$ cat src/rtl/rob_if.sv
// rtl/rob_if.sv - ROB issue / writeback / lookup / commit signal bundle
interface rob_if #(
  parameter int ROB_BIT = 4
);
  logic               rdy;

  logic               issue_valid;
  logic [1:0]         issue_type;
  logic [4:0]         issue_rd;
  logic               issue_pred_taken;
  logic [31:0]        issue_alt_pc;
  logic [ROB_BIT-1:0] issue_rob_id;
  logic               rob_full;

  logic               alu_ready;
  logic [ROB_BIT-1:0] alu_rob_id;
  logic [31:0]        alu_value;
  logic               alu_taken;

  logic               lsb_ready;
  logic [ROB_BIT-1:0] lsb_rob_id;
  logic [31:0]        lsb_value;

  logic [ROB_BIT-1:0] q1_id;
  logic [ROB_BIT-1:0] q2_id;
  logic               q1_ready;
  logic               q2_ready;
  logic [31:0]        q1_value;
  logic [31:0]        q2_value;

  logic               commit_valid;
  logic [4:0]         commit_rd;
  logic [31:0]        commit_value;
  logic [ROB_BIT-1:0] commit_rob_id;
  logic               store_commit;
  logic               flush;
  logic [31:0]        flush_pc;

  // ROB side
  modport slave (
    input  rdy,
    input  issue_valid, issue_type, issue_rd, issue_pred_taken, issue_alt_pc,
    output issue_rob_id, rob_full,
    input  alu_ready, alu_rob_id, alu_value, alu_taken,
    input  lsb_ready, lsb_rob_id, lsb_value,
    input  q1_id, q2_id,
    output q1_ready, q2_ready, q1_value, q2_value,
    output commit_valid, commit_rd, commit_value, commit_rob_id,
    output store_commit, flush, flush_pc
  );

  // Decoder / execution units / register file side
  modport master (
    output rdy,
    output issue_valid, issue_type, issue_rd, issue_pred_taken, issue_alt_pc,
    input  issue_rob_id, rob_full,
    output alu_ready, alu_rob_id, alu_value, alu_taken,
    output lsb_ready, lsb_rob_id, lsb_value,
    output q1_id, q2_id,
    input  q1_ready, q2_ready, q1_value, q2_value,
    input  commit_valid, commit_rd, commit_value, commit_rob_id,
    input  store_commit, flush, flush_pc
  );
endinterface

$ cat src/rtl/rob.sv
// rtl/rob.sv - circular reorder buffer with in-order retire and mispredict flush
module rob #(
  parameter int ROB_BIT = 4
) (
  input  logic clk,
  input  logic rst,
  rob_if.slave bus
);
  localparam int DEPTH = 1 << ROB_BIT;
  localparam int CNT_W = ROB_BIT + 1;

  localparam logic [1:0] T_REG    = 2'd0;
  localparam logic [1:0] T_STORE  = 2'd1;
  localparam logic [1:0] T_BRANCH = 2'd2;

  // Per-entry control flags (reset) and payload (no reset needed)
  logic [DEPTH-1:0] busy;
  logic [DEPTH-1:0] ready;
  logic [DEPTH-1:0] taken;
  logic [DEPTH-1:0] pred;
  logic [1:0]       typ    [DEPTH];
  logic [4:0]       rd     [DEPTH];
  logic [31:0]      value  [DEPTH];
  logic [31:0]      alt_pc [DEPTH];

  logic [ROB_BIT-1:0] head;
  logic [ROB_BIT-1:0] tail;
  logic [CNT_W-1:0]   count;

  logic full;
  logic retire;
  logic mispredict;
  logic advance;
  logic alloc;
  logic alu_wr;
  logic lsb_wr;

  logic [ROB_BIT-1:0] q_id  [2];
  logic               q_rdy [2];
  logic [31:0]        q_val [2];

  assign full             = (count == CNT_W'(DEPTH));
  assign bus.rob_full     = full;
  assign bus.issue_rob_id = tail;

  // Retirement looks only at registered flags, so a writeback to the head
  // entry retires it one cycle later rather than in the same cycle.
  assign retire     = bus.rdy && busy[head] && ready[head];
  assign mispredict = retire && (typ[head] == T_BRANCH) && (taken[head] != pred[head]);

  // A mispredict wipes the buffer, so same-cycle issue and writeback are dropped.
  assign advance = !rst && bus.rdy && !mispredict;
  // A full buffer still accepts an issue when the head frees a slot this cycle.
  assign alloc   = advance && bus.issue_valid && (!full || retire);
  assign alu_wr  = advance && bus.alu_ready && busy[bus.alu_rob_id];
  assign lsb_wr  = advance && bus.lsb_ready && busy[bus.lsb_rob_id];

  assign q_id[0]      = bus.q1_id;
  assign q_id[1]      = bus.q2_id;
  assign bus.q1_ready = q_rdy[0];
  assign bus.q1_value = q_val[0];
  assign bus.q2_ready = q_rdy[1];
  assign bus.q2_value = q_val[1];

  // Operand lookup: stored result first, then same-cycle broadcast (lsb over alu)
  always_comb begin
    for (int p = 0; p < 2; p++) begin
      q_rdy[p] = 1'b0;
      q_val[p] = 32'd0;
      if (busy[q_id[p]] && ready[q_id[p]]) begin
        q_rdy[p] = 1'b1;
        q_val[p] = value[q_id[p]];
      end else if (bus.lsb_ready && (bus.lsb_rob_id == q_id[p])) begin
        q_rdy[p] = 1'b1;
        q_val[p] = bus.lsb_value;
      end else if (bus.alu_ready && (bus.alu_rob_id == q_id[p])) begin
        q_rdy[p] = 1'b1;
        q_val[p] = bus.alu_value;
      end
    end
  end

  // Entry payload: metadata on allocation, results on writeback (lsb written last so it wins)
  always_ff @(posedge clk) begin
    if (alloc) begin
      typ[tail]    <= (bus.issue_type == 2'd3) ? T_REG : bus.issue_type;
      rd[tail]     <= bus.issue_rd;
      pred[tail]   <= bus.issue_pred_taken;
      alt_pc[tail] <= bus.issue_alt_pc;
      taken[tail]  <= 1'b0;
    end
    if (alu_wr) begin
      value[bus.alu_rob_id] <= bus.alu_value;
      taken[bus.alu_rob_id] <= bus.alu_taken;
    end
    if (lsb_wr) begin
      value[bus.lsb_rob_id] <= bus.lsb_value;
    end
  end

  // Control state: flags, pointers, count and the registered commit/flush outputs
  always_ff @(posedge clk) begin
    if (rst) begin
      busy              <= '0;
      ready             <= '0;
      head              <= '0;
      tail              <= '0;
      count             <= '0;
      bus.commit_valid  <= 1'b0;
      bus.commit_rd     <= 5'd0;
      bus.commit_value  <= 32'd0;
      bus.commit_rob_id <= '0;
      bus.store_commit  <= 1'b0;
      bus.flush         <= 1'b0;
      bus.flush_pc      <= 32'd0;
    end else if (!bus.rdy) begin
      bus.commit_valid <= 1'b0;
      bus.store_commit <= 1'b0;
      bus.flush        <= 1'b0;
    end else begin
      bus.commit_valid <= 1'b0;
      bus.store_commit <= 1'b0;
      bus.flush        <= 1'b0;

      if (retire) begin
        busy[head]        <= 1'b0;
        bus.commit_rob_id <= head;
        bus.commit_rd     <= rd[head];
        bus.commit_value  <= value[head];
        bus.commit_valid  <= (typ[head] == T_REG);
        bus.store_commit  <= (typ[head] == T_STORE);
      end

      if (mispredict) begin
        bus.flush    <= 1'b1;
        bus.flush_pc <= alt_pc[head];
        busy         <= '0;
        ready        <= '0;
        head         <= '0;
        tail         <= '0;
        count        <= '0;
      end else begin
        if (alu_wr) ready[bus.alu_rob_id] <= 1'b1;
        if (lsb_wr) ready[bus.lsb_rob_id] <= 1'b1;
        if (alloc) begin
          busy[tail]  <= 1'b1;
          ready[tail] <= 1'b0;
          tail        <= tail + ROB_BIT'(1);
        end
        if (retire) head <= head + ROB_BIT'(1);
        case ({alloc, retire})
          2'b10:   count <= count + CNT_W'(1);
          2'b01:   count <= count - CNT_W'(1);
          default: count <= count;
        endcase
      end
    end
  end
endmodule

$ cat src/flat_wrapper.sv
// flat-port wrapper written by rule: the top's interface ports become plain ports
module rob_flat 
#(
  parameter int ROB_BIT = 4
)
  (clk, rst, bus_rdy, bus_issue_valid, bus_issue_type, bus_issue_rd, bus_issue_pred_taken, bus_issue_alt_pc, bus_issue_rob_id, bus_rob_full, bus_alu_ready, bus_alu_rob_id, bus_alu_value, bus_alu_taken, bus_lsb_ready, bus_lsb_rob_id, bus_lsb_value, bus_q1_id, bus_q2_id, bus_q1_ready, bus_q2_ready, bus_q1_value, bus_q2_value, bus_commit_valid, bus_commit_rd, bus_commit_value, bus_commit_rob_id, bus_store_commit, bus_flush, bus_flush_pc);
  rob_if #(.ROB_BIT(ROB_BIT)) bus_i ();
  input  logic clk;
  input  logic rst;
  input wire logic [$bits(bus_i.rdy)-1:0] bus_rdy;
  input wire logic [$bits(bus_i.issue_valid)-1:0] bus_issue_valid;
  input wire logic [$bits(bus_i.issue_type)-1:0] bus_issue_type;
  input wire logic [$bits(bus_i.issue_rd)-1:0] bus_issue_rd;
  input wire logic [$bits(bus_i.issue_pred_taken)-1:0] bus_issue_pred_taken;
  input wire logic [$bits(bus_i.issue_alt_pc)-1:0] bus_issue_alt_pc;
  output wire logic [$bits(bus_i.issue_rob_id)-1:0] bus_issue_rob_id;
  output wire logic [$bits(bus_i.rob_full)-1:0] bus_rob_full;
  input wire logic [$bits(bus_i.alu_ready)-1:0] bus_alu_ready;
  input wire logic [$bits(bus_i.alu_rob_id)-1:0] bus_alu_rob_id;
  input wire logic [$bits(bus_i.alu_value)-1:0] bus_alu_value;
  input wire logic [$bits(bus_i.alu_taken)-1:0] bus_alu_taken;
  input wire logic [$bits(bus_i.lsb_ready)-1:0] bus_lsb_ready;
  input wire logic [$bits(bus_i.lsb_rob_id)-1:0] bus_lsb_rob_id;
  input wire logic [$bits(bus_i.lsb_value)-1:0] bus_lsb_value;
  input wire logic [$bits(bus_i.q1_id)-1:0] bus_q1_id;
  input wire logic [$bits(bus_i.q2_id)-1:0] bus_q2_id;
  output wire logic [$bits(bus_i.q1_ready)-1:0] bus_q1_ready;
  output wire logic [$bits(bus_i.q2_ready)-1:0] bus_q2_ready;
  output wire logic [$bits(bus_i.q1_value)-1:0] bus_q1_value;
  output wire logic [$bits(bus_i.q2_value)-1:0] bus_q2_value;
  output wire logic [$bits(bus_i.commit_valid)-1:0] bus_commit_valid;
  output wire logic [$bits(bus_i.commit_rd)-1:0] bus_commit_rd;
  output wire logic [$bits(bus_i.commit_value)-1:0] bus_commit_value;
  output wire logic [$bits(bus_i.commit_rob_id)-1:0] bus_commit_rob_id;
  output wire logic [$bits(bus_i.store_commit)-1:0] bus_store_commit;
  output wire logic [$bits(bus_i.flush)-1:0] bus_flush;
  output wire logic [$bits(bus_i.flush_pc)-1:0] bus_flush_pc;
  assign bus_i.rdy = bus_rdy;
  assign bus_i.issue_valid = bus_issue_valid;
  assign bus_i.issue_type = bus_issue_type;
  assign bus_i.issue_rd = bus_issue_rd;
  assign bus_i.issue_pred_taken = bus_issue_pred_taken;
  assign bus_i.issue_alt_pc = bus_issue_alt_pc;
  assign bus_issue_rob_id = bus_i.issue_rob_id;
  assign bus_rob_full = bus_i.rob_full;
  assign bus_i.alu_ready = bus_alu_ready;
  assign bus_i.alu_rob_id = bus_alu_rob_id;
  assign bus_i.alu_value = bus_alu_value;
  assign bus_i.alu_taken = bus_alu_taken;
  assign bus_i.lsb_ready = bus_lsb_ready;
  assign bus_i.lsb_rob_id = bus_lsb_rob_id;
  assign bus_i.lsb_value = bus_lsb_value;
  assign bus_i.q1_id = bus_q1_id;
  assign bus_i.q2_id = bus_q2_id;
  assign bus_q1_ready = bus_i.q1_ready;
  assign bus_q2_ready = bus_i.q2_ready;
  assign bus_q1_value = bus_i.q1_value;
  assign bus_q2_value = bus_i.q2_value;
  assign bus_commit_valid = bus_i.commit_valid;
  assign bus_commit_rd = bus_i.commit_rd;
  assign bus_commit_value = bus_i.commit_value;
  assign bus_commit_rob_id = bus_i.commit_rob_id;
  assign bus_store_commit = bus_i.store_commit;
  assign bus_flush = bus_i.flush;
  assign bus_flush_pc = bus_i.flush_pc;
  rob #(.ROB_BIT(ROB_BIT)) u_core (.clk(clk), .rst(rst), .bus(bus_i));
endmodule
$ cat config.mk
export PLATFORM = sky130hd
export DESIGN_NAME = rob_flat
export DESIGN_NICKNAME = d
export VERILOG_FILES = /design/src/rtl/rob_if.sv /design/src/rtl/rob.sv /design/src/flat_wrapper.sv
export SDC_FILE = /design/constraint.sdc
export NUM_CORES = 2
export LEC_CHECK = 0
export ABC_AREA = 0
export CAP_MARGIN = 15
export CORE_MARGIN = 5
export CORE_UTILIZATION = 40
export CTS_BUF_LIST = sky130_fd_sc_hd__clkbuf_2 sky130_fd_sc_hd__clkbuf_4 sky130_fd_sc_hd__clkbuf_8
export CTS_CLUSTER_SIZE = 28
export DETAILED_ROUTE_END_ITERATION = 8
export DONT_BUFFER_PORTS = 1
export PLACE_DENSITY_LB_ADDON = 0.3
export SETUP_SLACK_MARGIN = 0.5
export SLEW_MARGIN = 0
export SYNTH_ARGS = -nofsm -noshare
export SYNTH_HDL_FRONTEND = slang
export SYNTH_SLANG_ARGS = --single-unit
$ cat constraint.sdc
create_clock -name clk -period 7 [get_ports clk]
set_clock_uncertainty 0.15 [all_clocks]
set_input_delay 0.35 -clock clk [delete_from_list [all_inputs] [get_ports clk]]
set_output_delay 0.35 -clock clk [all_outputs]
set_load 0.03 [all_outputs]
==> flow_summary.json <==
{
  "synth_area_um2": 65600,
  "cts_resized": 0,
  "fin_crit_sh_pct": 74.2,
  "via_count": 38900,
  "portBuffers": 0,
  "grt_max_degree": 135,
  "startpoint": "u_core.head[2]",
  "gr-total-overflow": 0,
  "crit_type": "reg -> reg",
  "clock_path_buffers": 3,
  "fmax_mhz": 193,
  "synth_area_leaders": "edfxtp_1 (53%), mux4_2 (24%), mux2_2 (8.4%)",
  "hold_class": "in -> reg",
  "synth_cells": 3682,
  "avgSynthCellArea_um2": 17.8,
  "synth_top_area_share_pct": 52.7,
  "start_util_pct": 40.3,
  "reg2reg_from": "u_core.head[2]",
  "r2r_setup_slack_ns": 1.81,
  "peakVddDrop_uv": 184,
  "area_growth_pct": 12.3,
  "crit_path_start_kind": "flop",
  "crit_chain": "buf_4, a2111oi_4, and4_1, nand2_2, buf_4, nand2b_1, inv_2, buf_4",
  "post_cts_buffers": 0,
  "nets": 3892,
  "yosys_register_bits": 1293,
  "antenna_left": 0,
  "wl_per_cell_um": 34.2,
  "run_status": "finished, final reports clean",
  "drt-pass1-iter-count": 6,
  "cts_buffers": 206,
  "fin_util_pct": 45.2,
  "drt_wl_total_um": 209000,
  "netlist-cell-type-count": 56,
  "dpl.hpwl_um": 116000,
  "cp_data_required_time_ns": 7.49,
  "num_rows": 148,
  "crit_slowest_cell": "dfxtp_4",
  "tritoncts": "built",
  "clk_pin_slew_ns": 0.06,
  "rsz0062_at_grt": "no",
  "drc": 0,
  "finalSetupTns_ns": 0,
  "root_buffer": "clkbuf_8",
  "cts_sinks": 1293,
  "worst_path_most_repeated_cell": "buf_4",
  "maxCapViolCount": 0,
  "grt_pass1_wl_um": 298000,
  "die_w_um": 415,
  "fill_cells": 14100,
  "slew_viol_final": 0,
  "setup-violations-final": 0,
  "core_um2": 163000,
  "synth_common_cells": "edfxtp_1 (1152), mux4_2 (706), mux2_2 (490)",
  "synth_edf_count": 1152,
  "drt_iter0_drc": 4636,
  "place.gp.congestion": 0.856,
  "grt_pass1_vias": 39500,
  "yosysTopAreaCell": "edfxtp_1",
  "place_ws_ns": 1.97,
  "tightest_slew_ns": 1.22,
  "cp-end-kind": "flop",
  "clock_latency_ns": 0.98,
  "yosysMostFrequentCell": "edfxtp_1",
  "regToRegEndpoint": "u_core.alt_pc[9][23]",
  "synthFlopType": "edfxtp_1",
  "synth_seq_area_share_pct": 57.0,
  "power.density_nw_per_um2": 216,
  "grt_antenna_before_repair": 16,
  "io_pins": 274,
  "drive_gt1_share_pct": 43.7,
  "via_per_inst": 6.36,
  "final_hold_viol_count": 0,
  "synthArstFlopShare_pct": 0,
  "ctsHoldBuffers": 166,
  "crit_arrival_ns": 5.68,
  "leakage_uw": 0.0229,
  "finalWorstPathRequiredPeriod_ns": 5.19,
  "yosys_warnings": 0,
  "worstRegToRegCells": 8,
  "finalWorstSetupSlack_ns": 1.81,
  "crit_path_end": "u_core.alt_pc[9][23]",
  "grtUsageTotal_pct": 23.9,
  "synth_nets": 3821,
  "die_area_um2": 172000,
  "die_y_um": 415,
  "htree_levels": 4,
  "slew_headroom_pct": 18.7,
  "critPathMaxFanout": 41,
  "slowest_delay_ns": 0.96
}
[worst min-delay path by stage]
stage,start,endpoint,depth (start not counted),slack (ns)
floorplan,u_core.taken[10],u_core.taken[10],2,0.28
CTS,bus_lsb_ready,u_core.value[0][28],5,0.02
global route,bus_lsb_rob_id[1],u_core.value[14][31],4,0.11
finish,bus_lsb_ready,u_core.value[0][28],5,0.15
detailed placement,bus_issue_alt_pc[8],u_core.alt_pc[1][8],0,0.30
global placement,bus_issue_alt_pc[8],u_core.alt_pc[1][8],0,0.30
[area by class of cell]
| class | count | area [µm²] | area share (%) |
|---|---|---|---|
| multi-input cells | 1959 | 26700 | 36.3 |
| repair buffers | 254 | 2360 | 3.21 |
| well taps | 2175 | 2720 | 3.70 |
| diodes | 13 | 32.5 | 0.0442 |
| inverters | 39 | 148 | 0.200 |
| clock buffers | 305 | 3680 | 5.00 |
| flip-flops and latches | 1293 | 37400 | 50.8 |
| clock inverters | 82 | 557 | 0.756 |
[report_power, final]
group	internal (µW)	switching, µW	leakage [µW]
Sequential	8400	5.76	0.0115
Clock	3520	3180	0.00227
Combinational	398	381	0.00909
Total	12300	3560	0.0229
[flip-flops by register name (all words and copies together) (netlist names), named ones only]
name and cells:
u_core.typ 32, u_core.count 5, u_core.bus.commit_rob_id 4, u_core.busy 16, u_core.pred 16, u_core.ready 16, u_core.taken 16, u_core.alt_pc 512
u_core.bus.store_commit 1, u_core.bus.commit_rd 5, u_core.bus.commit_valid 1, u_core.value 512, u_core.bus.commit_value 32, u_core.bus.flush_pc 32, u_core.rd 80, u_core.bus.flush 1
u_core.bus.issue_rob_id 4, u_core.head 4
[cell families after synthesis]
| logic type | count (synthesis) | share of synthesized area [%] |
|---|---|---|
| AND/OR/NAND/NOR | 333 | 2.33 |
| adder cells (fa/ha/maj) | 12 | 0.240 |
| buffers and inverters | 430 | 2.68 |
| AO/OA/AOI/OAI | 316 | 3.48 |
| flip-flops | 1293 | 57.0 |
| XOR/XNOR | 23 | 0.319 |
| multiplexers | 1275 | 33.9 |
[cell usage in the layout (no fill, tap or decap), types with 72 or more instances in the layout]
cell / Yosys / final
mux4_2: 706 / 704
clkbuf_4: 0 / 82
buf_4: 3 / 86
a21oi_1: 78 / 77
clkbuf_8: 0 / 223
edfxtp_1: 1152 / 1152
dfxtp_1: 141 / 137
dlygate4sd3_1: 0 / 165
mux2_2: 490 / 490
nor2_1: 139 / 124
a22oi_1: 72 / 72
[worst max-delay path: cells and delay by family, from the launching register on]
family / cells / cell delay (ns)
AO/OA/AOI/OAI: 1 / 0.23
AND/OR/NAND/NOR: 3 / 1.06
flip-flops: 1 / 0.96
buffers and inverters: 4 / 2.29
[metrics by stage]
stage / instance area (µm²) / hold slack (ns) / std cells / total power [µW]
3_5_place_dp: 67700 / 0.299 / 5554 / 9120
6_report: 73600 / 0.150 / 6120 / 15900
5_1_grt: 73600 / 0.108 / 6116 / 16400
3_3_place_gp: 67700 / 0.300 / 5554 / 9110
4_1_cts: 73600 / 0.0173 / 6107 / 16000
2_1_floorplan: 65600 / 0.276 / 3682 / 9150
[layer usage]
metal	up-vias	wire [µm]	track usage [%]
met1	20800	80600	31.5
li1	15600	-	-
met3	451	18300	5.40
met2	2145	101000	38.6
met4	2	9380	9.79
met5	-	7	0
Note: power is estimated with default switching activity, not from simulation.
